**src/rtl/seven_seg_scanner_if.sv**
```systemverilog
// seven_seg_scanner_if: display data/control inputs and driven segment/anode outputs of the scanner
interface seven_seg_scanner_if #(
  parameter int DIGITS = 4
);
  logic [4*DIGITS-1:0] value;
  logic                load;
  logic [DIGITS-1:0]   dp_in;
  logic                lz_en;
  logic                blank;
  logic [6:0]          seg;
  logic                dp;
  logic [DIGITS-1:0]   an;
  logic                frame_tick;
  modport master (
    output value, load, dp_in, lz_en, blank,
    input  seg, dp, an, frame_tick
  );
  modport slave (
    input  value, load, dp_in, lz_en, blank,
    output seg, dp, an, frame_tick
  );
endinterface

```
**src/rtl/seven_seg_scanner.sv**
```systemverilog
// seven_seg_scanner: time-multiplexed hex display driver with guard blanking and leading-zero suppression
module seven_seg_scanner #(
  parameter int DIGITS      = 4,
  parameter int REFRESH_DIV = 100000,
  parameter int BLANK_CYC   = 16
) (
  input logic               clk,
  input logic               reset_n,
  seven_seg_scanner_if.slave bus
);
  localparam int PW = $clog2(REFRESH_DIV);
  localparam int IW = (DIGITS > 1) ? $clog2(DIGITS) : 1;
  localparam logic [6:0] SEG_LUT [16] = '{
    7'b0000001, 7'b1001111, 7'b0010010, 7'b0000110,
    7'b1001100, 7'b0100100, 7'b0100000, 7'b0001111,
    7'b0000000, 7'b0001100, 7'b0001000, 7'b1100000,
    7'b0110001, 7'b1000010, 7'b0110000, 7'b0111000
  };
  logic [PW-1:0]       pcnt_q, pcnt_d;
  logic [IW-1:0]       idx_q, idx_d;
  logic [4*DIGITS-1:0] val_q, val_d;
  logic [DIGITS-1:0]   dpm_q, dpm_d;
  logic [6:0]          seg_q, seg_d;
  logic                dp_q, dp_d;
  logic [DIGITS-1:0]   an_q, an_d;
  logic                tick_q, tick_d;
  logic                slot_end, last, off, supp;
  logic [3:0]          nib;
  logic [DIGITS-1:0]   upper_nz;
  logic                acc;
  // upper_nz[k]: nibble k or any more significant nibble is non-zero
  always_comb begin
    upper_nz = '0;
    acc = 1'b0;
    for (int k = DIGITS - 1; k >= 0; k--) begin
      acc = acc | (|val_q[4*k +: 4]);
      upper_nz[k] = acc;
    end
  end
  always_comb begin
    slot_end = pcnt_q == PW'(REFRESH_DIV - 1);
    last     = idx_q == IW'(DIGITS - 1);
    pcnt_d   = slot_end ? '0 : pcnt_q + 1'b1;
    idx_d    = slot_end ? (last ? '0 : idx_q + 1'b1) : idx_q;
    val_d    = bus.load ? bus.value : val_q;
    dpm_d    = bus.load ? bus.dp_in : dpm_q;
    nib      = val_q[{idx_q, 2'b00} +: 4];
    supp     = bus.lz_en && (idx_q != '0) && !upper_nz[idx_q];
    off      = bus.blank || (pcnt_q < PW'(BLANK_CYC));
    an_d     = off ? '1 : ~(DIGITS'(1) << idx_q);
    seg_d    = (off || supp) ? 7'h7f : SEG_LUT[nib];
    dp_d     = off ? 1'b1 : ~dpm_q[idx_q];
    tick_d   = slot_end && last;
  end
  always_ff @(posedge clk or negedge reset_n) begin
    if (!reset_n) begin
      pcnt_q <= '0;
      idx_q  <= '0;
      val_q  <= '0;
      dpm_q  <= '0;
      seg_q  <= 7'h7f;
      dp_q   <= 1'b1;
      an_q   <= '1;
      tick_q <= 1'b0;
    end else begin
      pcnt_q <= pcnt_d;
      idx_q  <= idx_d;
      val_q  <= val_d;
      dpm_q  <= dpm_d;
      seg_q  <= seg_d;
      dp_q   <= dp_d;
      an_q   <= an_d;
      tick_q <= tick_d;
    end
  end
  assign bus.seg        = seg_q;
  assign bus.dp         = dp_q;
  assign bus.an         = an_q;
  assign bus.frame_tick = tick_q;
endmodule

```
**src/flat_wrapper.sv**
```systemverilog
// flat-port wrapper written by rule: the top's interface ports become plain ports
module seven_seg_scanner_flat 
#(
  parameter int DIGITS      = 4,
  parameter int REFRESH_DIV = 100000,
  parameter int BLANK_CYC   = 16
)
  (clk, reset_n, bus_value, bus_load, bus_dp_in, bus_lz_en, bus_blank, bus_seg, bus_dp, bus_an, bus_frame_tick);
  seven_seg_scanner_if #(.DIGITS(DIGITS)) bus_i ();
  input logic clk;
  input logic reset_n;
  input wire logic [$bits(bus_i.value)-1:0] bus_value;
  input wire logic [$bits(bus_i.load)-1:0] bus_load;
  input wire logic [$bits(bus_i.dp_in)-1:0] bus_dp_in;
  input wire logic [$bits(bus_i.lz_en)-1:0] bus_lz_en;
  input wire logic [$bits(bus_i.blank)-1:0] bus_blank;
  output wire logic [$bits(bus_i.seg)-1:0] bus_seg;
  output wire logic [$bits(bus_i.dp)-1:0] bus_dp;
  output wire logic [$bits(bus_i.an)-1:0] bus_an;
  output wire logic [$bits(bus_i.frame_tick)-1:0] bus_frame_tick;
  assign bus_i.value = bus_value;
  assign bus_i.load = bus_load;
  assign bus_i.dp_in = bus_dp_in;
  assign bus_i.lz_en = bus_lz_en;
  assign bus_i.blank = bus_blank;
  assign bus_seg = bus_i.seg;
  assign bus_dp = bus_i.dp;
  assign bus_an = bus_i.an;
  assign bus_frame_tick = bus_i.frame_tick;
  seven_seg_scanner #(.DIGITS(DIGITS), .REFRESH_DIV(REFRESH_DIV), .BLANK_CYC(BLANK_CYC)) u_core (.clk(clk), .reset_n(reset_n), .bus(bus_i));
endmodule
```
**config.mk**
```make
export PLATFORM = sky130hd
export DESIGN_NAME = seven_seg_scanner_flat
export DESIGN_NICKNAME = d
export VERILOG_FILES = /design/src/rtl/seven_seg_scanner_if.sv /design/src/rtl/seven_seg_scanner.sv /design/src/flat_wrapper.sv
export SDC_FILE = /design/constraint.sdc
export NUM_CORES = 1
export LEC_CHECK = 0
export ABC_AREA = 1
export CAP_MARGIN = 10
export CORE_MARGIN = 2
export CORE_UTILIZATION = 50
export DETAILED_ROUTE_END_ITERATION = 10
export HOLD_SLACK_MARGIN = 0.03
export PLACE_DENSITY = 0.8
export SLEW_MARGIN = 40
export SYNTH_ARGS = -nofsm -noshare
export SYNTH_HDL_FRONTEND = slang
export SYNTH_SLANG_ARGS = --single-unit
```
**constraint.sdc**
```tcl
create_clock -name clk -period 1.65 [get_ports clk]
set_input_delay 0.165 -clock clk [delete_from_list [all_inputs] [get_ports clk]]
set_output_delay 0.165 -clock clk [all_outputs]
set_load 0.005 [all_outputs]
```
==> out/summary.md <==
The kind of start point of the critical path was a register. The static leakage was 1.62 nW. Dominant combinational cell family by area after synthesis: simple AND/OR/NAND/NOR gates. The clock net in this run drives a total of 52 sinks.

The library cell used most frequently in the layout, excluding fill and tap cells, is sky130_fd_sc_hd__nand2_1. Detailed-router iteration count before antenna repair: 4. The count of endpoints failing hold in the final timing report came out at 0. The final critical-path share of the clock period came out at 0.926.

The run gives 655 MHz as the fmax. The logs give 486 for the number of filler cells placed in the layout and 27 for the standard-cell row count. The clock tree buffer depth is 2. The floorplan die height was 79.2 um. The clock-pin transition on the worst setup and hold timing paths came out at 0.09 ns. Dividing the detail-routed wire length by the instance count gives 12.4 um. The number of ports placed on the die boundary is 38, and the area fraction in and, or, nand and nor cells after synthesis is 0.297.

The count of buffers added on input and output ports is 37. At the worst endpoint, the arrival time is 1.76 ns. In this run the power density over the cells is 776 mW/mm^2.

The first global-routing pass estimated 9.64 mm of wire. The tools report the final HPWL from detailed placement as 4.24 mm. The overall routed net length is 5.69 mm.

The type of the tightest min-delay check was primary input to async pin. The worst setup path is captured at a register. Final hold analysis gives a worst-case slack of 0.356 ns. The number of nets handed over by synthesis was 374. In the routed layout, each cell is associated on average with a via count of 5.06. The run gives 0.516 as the effective utilization at floorplan. Number of antenna-violating nets in the routed design: 0.

TritonCTS built the clock tree. For the number of slew-limit violations in the final report, the log shows 0. The critical path is of the register to register type.

The number of placed instances, taps included came out at 448. For the worst supply voltage drop on vdd, the log shows 0.475 mV. The run gives 0.197 as the overall fraction of global-route tracks in use. Entering global routing, the biggest net connects 27 pins.

The library cells used most frequently in the layout, excluding fill and tap cells, are sky130_fd_sc_hd__nand2_1 (87), sky130_fd_sc_hd__nor2_1 (42), sky130_fd_sc_hd__dfrtp_1 (39). The number of setup buffers added after CTS is 0. Setup repair after global routing left no endpoint under its margin. For the final routed database, the setup TNS stands at 0 ns. The sequential share of the synthesized area was 0.466; the worst-case register-to-register setup slack was 0.12 ns. The fraction of layout instances using a drive strength above 1 is 0.184. The post-layout instance area was 0.00344 mm^2. The synthesized-area fraction occupied by adder cells came out at 0.0487.

The compound-gate portion of the synthesized area was 0.0394; the number of clock buffers inserted by TritonCTS was 5. For this run, the number of standard cells in the final layout without fillers is 457. The run gives 420 as the final net count. Clock tree synthesis selected as its root buffer the cell sky130_fd_sc_hd__clkbuf_8. Post-synthesis xor/xnor area fraction: 0.0248. The count of mapped cells out of synthesis was 338. For this run, design rule violations remaining after detail routing come to 0. The tools report the number of antenna diodes as 0.

The run finished with clean final reports. Total via count in the routed design: 2,311. Setup violations remaining at the end of the flow were counted as 0.

Of all nets on the critical path, the largest fanout is 6. The multiplexer share of the synthesized area was 0.0558; the DRC violation total after the first TritonRoute iteration was 133. During synthesis, Yosys emitted a total of 0 warnings.

The post-synthesis to final-layout area growth works out to 21.9%. The routed design could run at a clock period as short as 1.53 ns. The post-synthesis area per instance came out at 8.36 um^2.

For the initial antenna violation count, the log shows 0. The run gives 0.00283 mm^2 as the mapped cell area. The pin slew with the least headroom to its limit is 0.512 ns, and the number of different library cells in the post-synthesis netlist is 28. The flop and latch count out of synthesis was 52; the width of the chip was 79.2 um. The core region is 0.00547 mm^2. The H-tree was split into 2 levels.

The max-capacitance violation count came out at 0. Once placement finished, the instance area stood at 0.00331 mm^2. The tools report the worst-skew pair later-pin latency as 0.31 ns. Summed over all layers, the global routing overflow is 0. Normalized max-slew margin: 0.659.

Final clock skew: 0.00442 ns. The via count of the first global-routing pass was 2,120; the overall die area was 0.00627 mm^2. The run gives 0.629 as the end-of-flow core utilization.

Final weighted congestion in routability-driven placement: 0.925. For the worst setup path, the data required time is 1.88 ns.
## timing repair
action,CTS,global route
resized for setup,0,5
hold buffers,1,0
endpoints found under the hold margin,10,0
endpoints found under the setup margin,0,5
## path summary, 6_finish.rpt
| check | from | end | cells past startpoint |
|---|---|---|---|
| max reg2reg | u_core.idx_q[0] | u_core.bus.seg[6] | 10 |
| max in group asynchronous | reset_n | u_core.idx_q[0] | 3 |
| min reg2reg | u_core.pcnt_q[0] | u_core.pcnt_q[0] | 1 |
| min | reset_n | u_core.pcnt_q[6] | 2 |
| max | u_core.idx_q[0] | u_core.bus.seg[6] | 10 |
| min in group clk | bus_value[6] | u_core.val_q[6] | 3 |
## report_power, final
| group | switching [mW] | internal (mW) | total, mW |
|---|---|---|---|
| Clock | 0.406 | 0.489 | 0.895 |
| Combinational | 0.180 | 0.195 | 0.375 |
| Sequential | 0.0421 | 1.36 | 1.40 |
## cell families (layout without fill, tap and decap cells)
logic type      Yosys count  count (layout)
compound gates           20              20
xor+xnor                  8               8
fa+ha+maj                11              11
buf+inv                  47              94
flops                    52              52
mux                      14              14
simple gates            186             186
## layout make-up
| class | count | area (um^2) | area share |
|---|---|---|---|
| inverter | 40 | 153 | 0.0443 |
| timing repair buffer | 46 | 448 | 0.130 |
| sequential | 52 | 1320 | 0.382 |
| tap | 72 | 90.1 | 0.0262 |
| clock buffer | 6 | 82.6 | 0.0240 |
| multi-input combinational | 239 | 1320 | 0.383 |
| clock inverter | 2 | 33.8 | 0.00981 |
## state kept, by name, indices dropped and copies added, names as in the netlist
| register | flops |
|---|---|
| u_core.bus.frame_tick | 1 |
| u_core.dpm_q | 4 |
| u_core.bus.an | 4 |
| u_core.bus.dp | 1 |
| u_core.val_q | 16 |
| u_core.pcnt_q | 17 |
| u_core.bus.seg | 7 |
| u_core.idx_q | 2 |
## per-layer routing
layer | wire length [um] | global-route usage
met5 | 0 | 0
met4 | 96 | 0.0828
met3 | 278 | 0.0375
met2 | 2700 | 0.318
met1 | 2610 | 0.260
## Yosys cell counts (all sizes together)
master / count / area, um^2
ha: 11 / 138
a21oi: 7 / 46.3
or2: 1 / 6.26
mux2: 14 / 158
xor2: 8 / 70.1
buf: 6 / 41.3
inv: 40 / 150
nor3: 8 / 56.3
nor2: 45 / 186
dfstp: 12 / 315
nand3: 31 / 175
nand4: 5 / 31.3
nand2: 96 / 383
dfrtp: 40 / 1000
o21ai: 13 / 65.1
clkbuf: 1 / 3.75
## critical path, stage by stage, from the launching register on
cell,delay [ns]
sky130_fd_sc_hd__dfrtp_2,0.46
sky130_fd_sc_hd__buf_4,0.17
sky130_fd_sc_hd__nand2_1,0.06
sky130_fd_sc_hd__nand3_1,0.09
sky130_fd_sc_hd__nand2_2,0.10
sky130_fd_sc_hd__inv_2,0.05
sky130_fd_sc_hd__ha_1,0.22
sky130_fd_sc_hd__inv_1,0.10
sky130_fd_sc_hd__nand2_1,0.06
sky130_fd_sc_hd__nand3_1,0.07
sky130_fd_sc_hd__nand3_1,0.07
## per-stage QoR
stage | power, mW | worst slack, ns
global route | 2.80 | 0.00221
global placement | 1.79 | 0.139
floorplan | 1.61 | 0.126
detailed placement | 1.80 | 0.0689
CTS | 2.70 | 0.0491
finish | 2.67 | 0.123
Note: power is estimated with default switching activity, not from simulation.
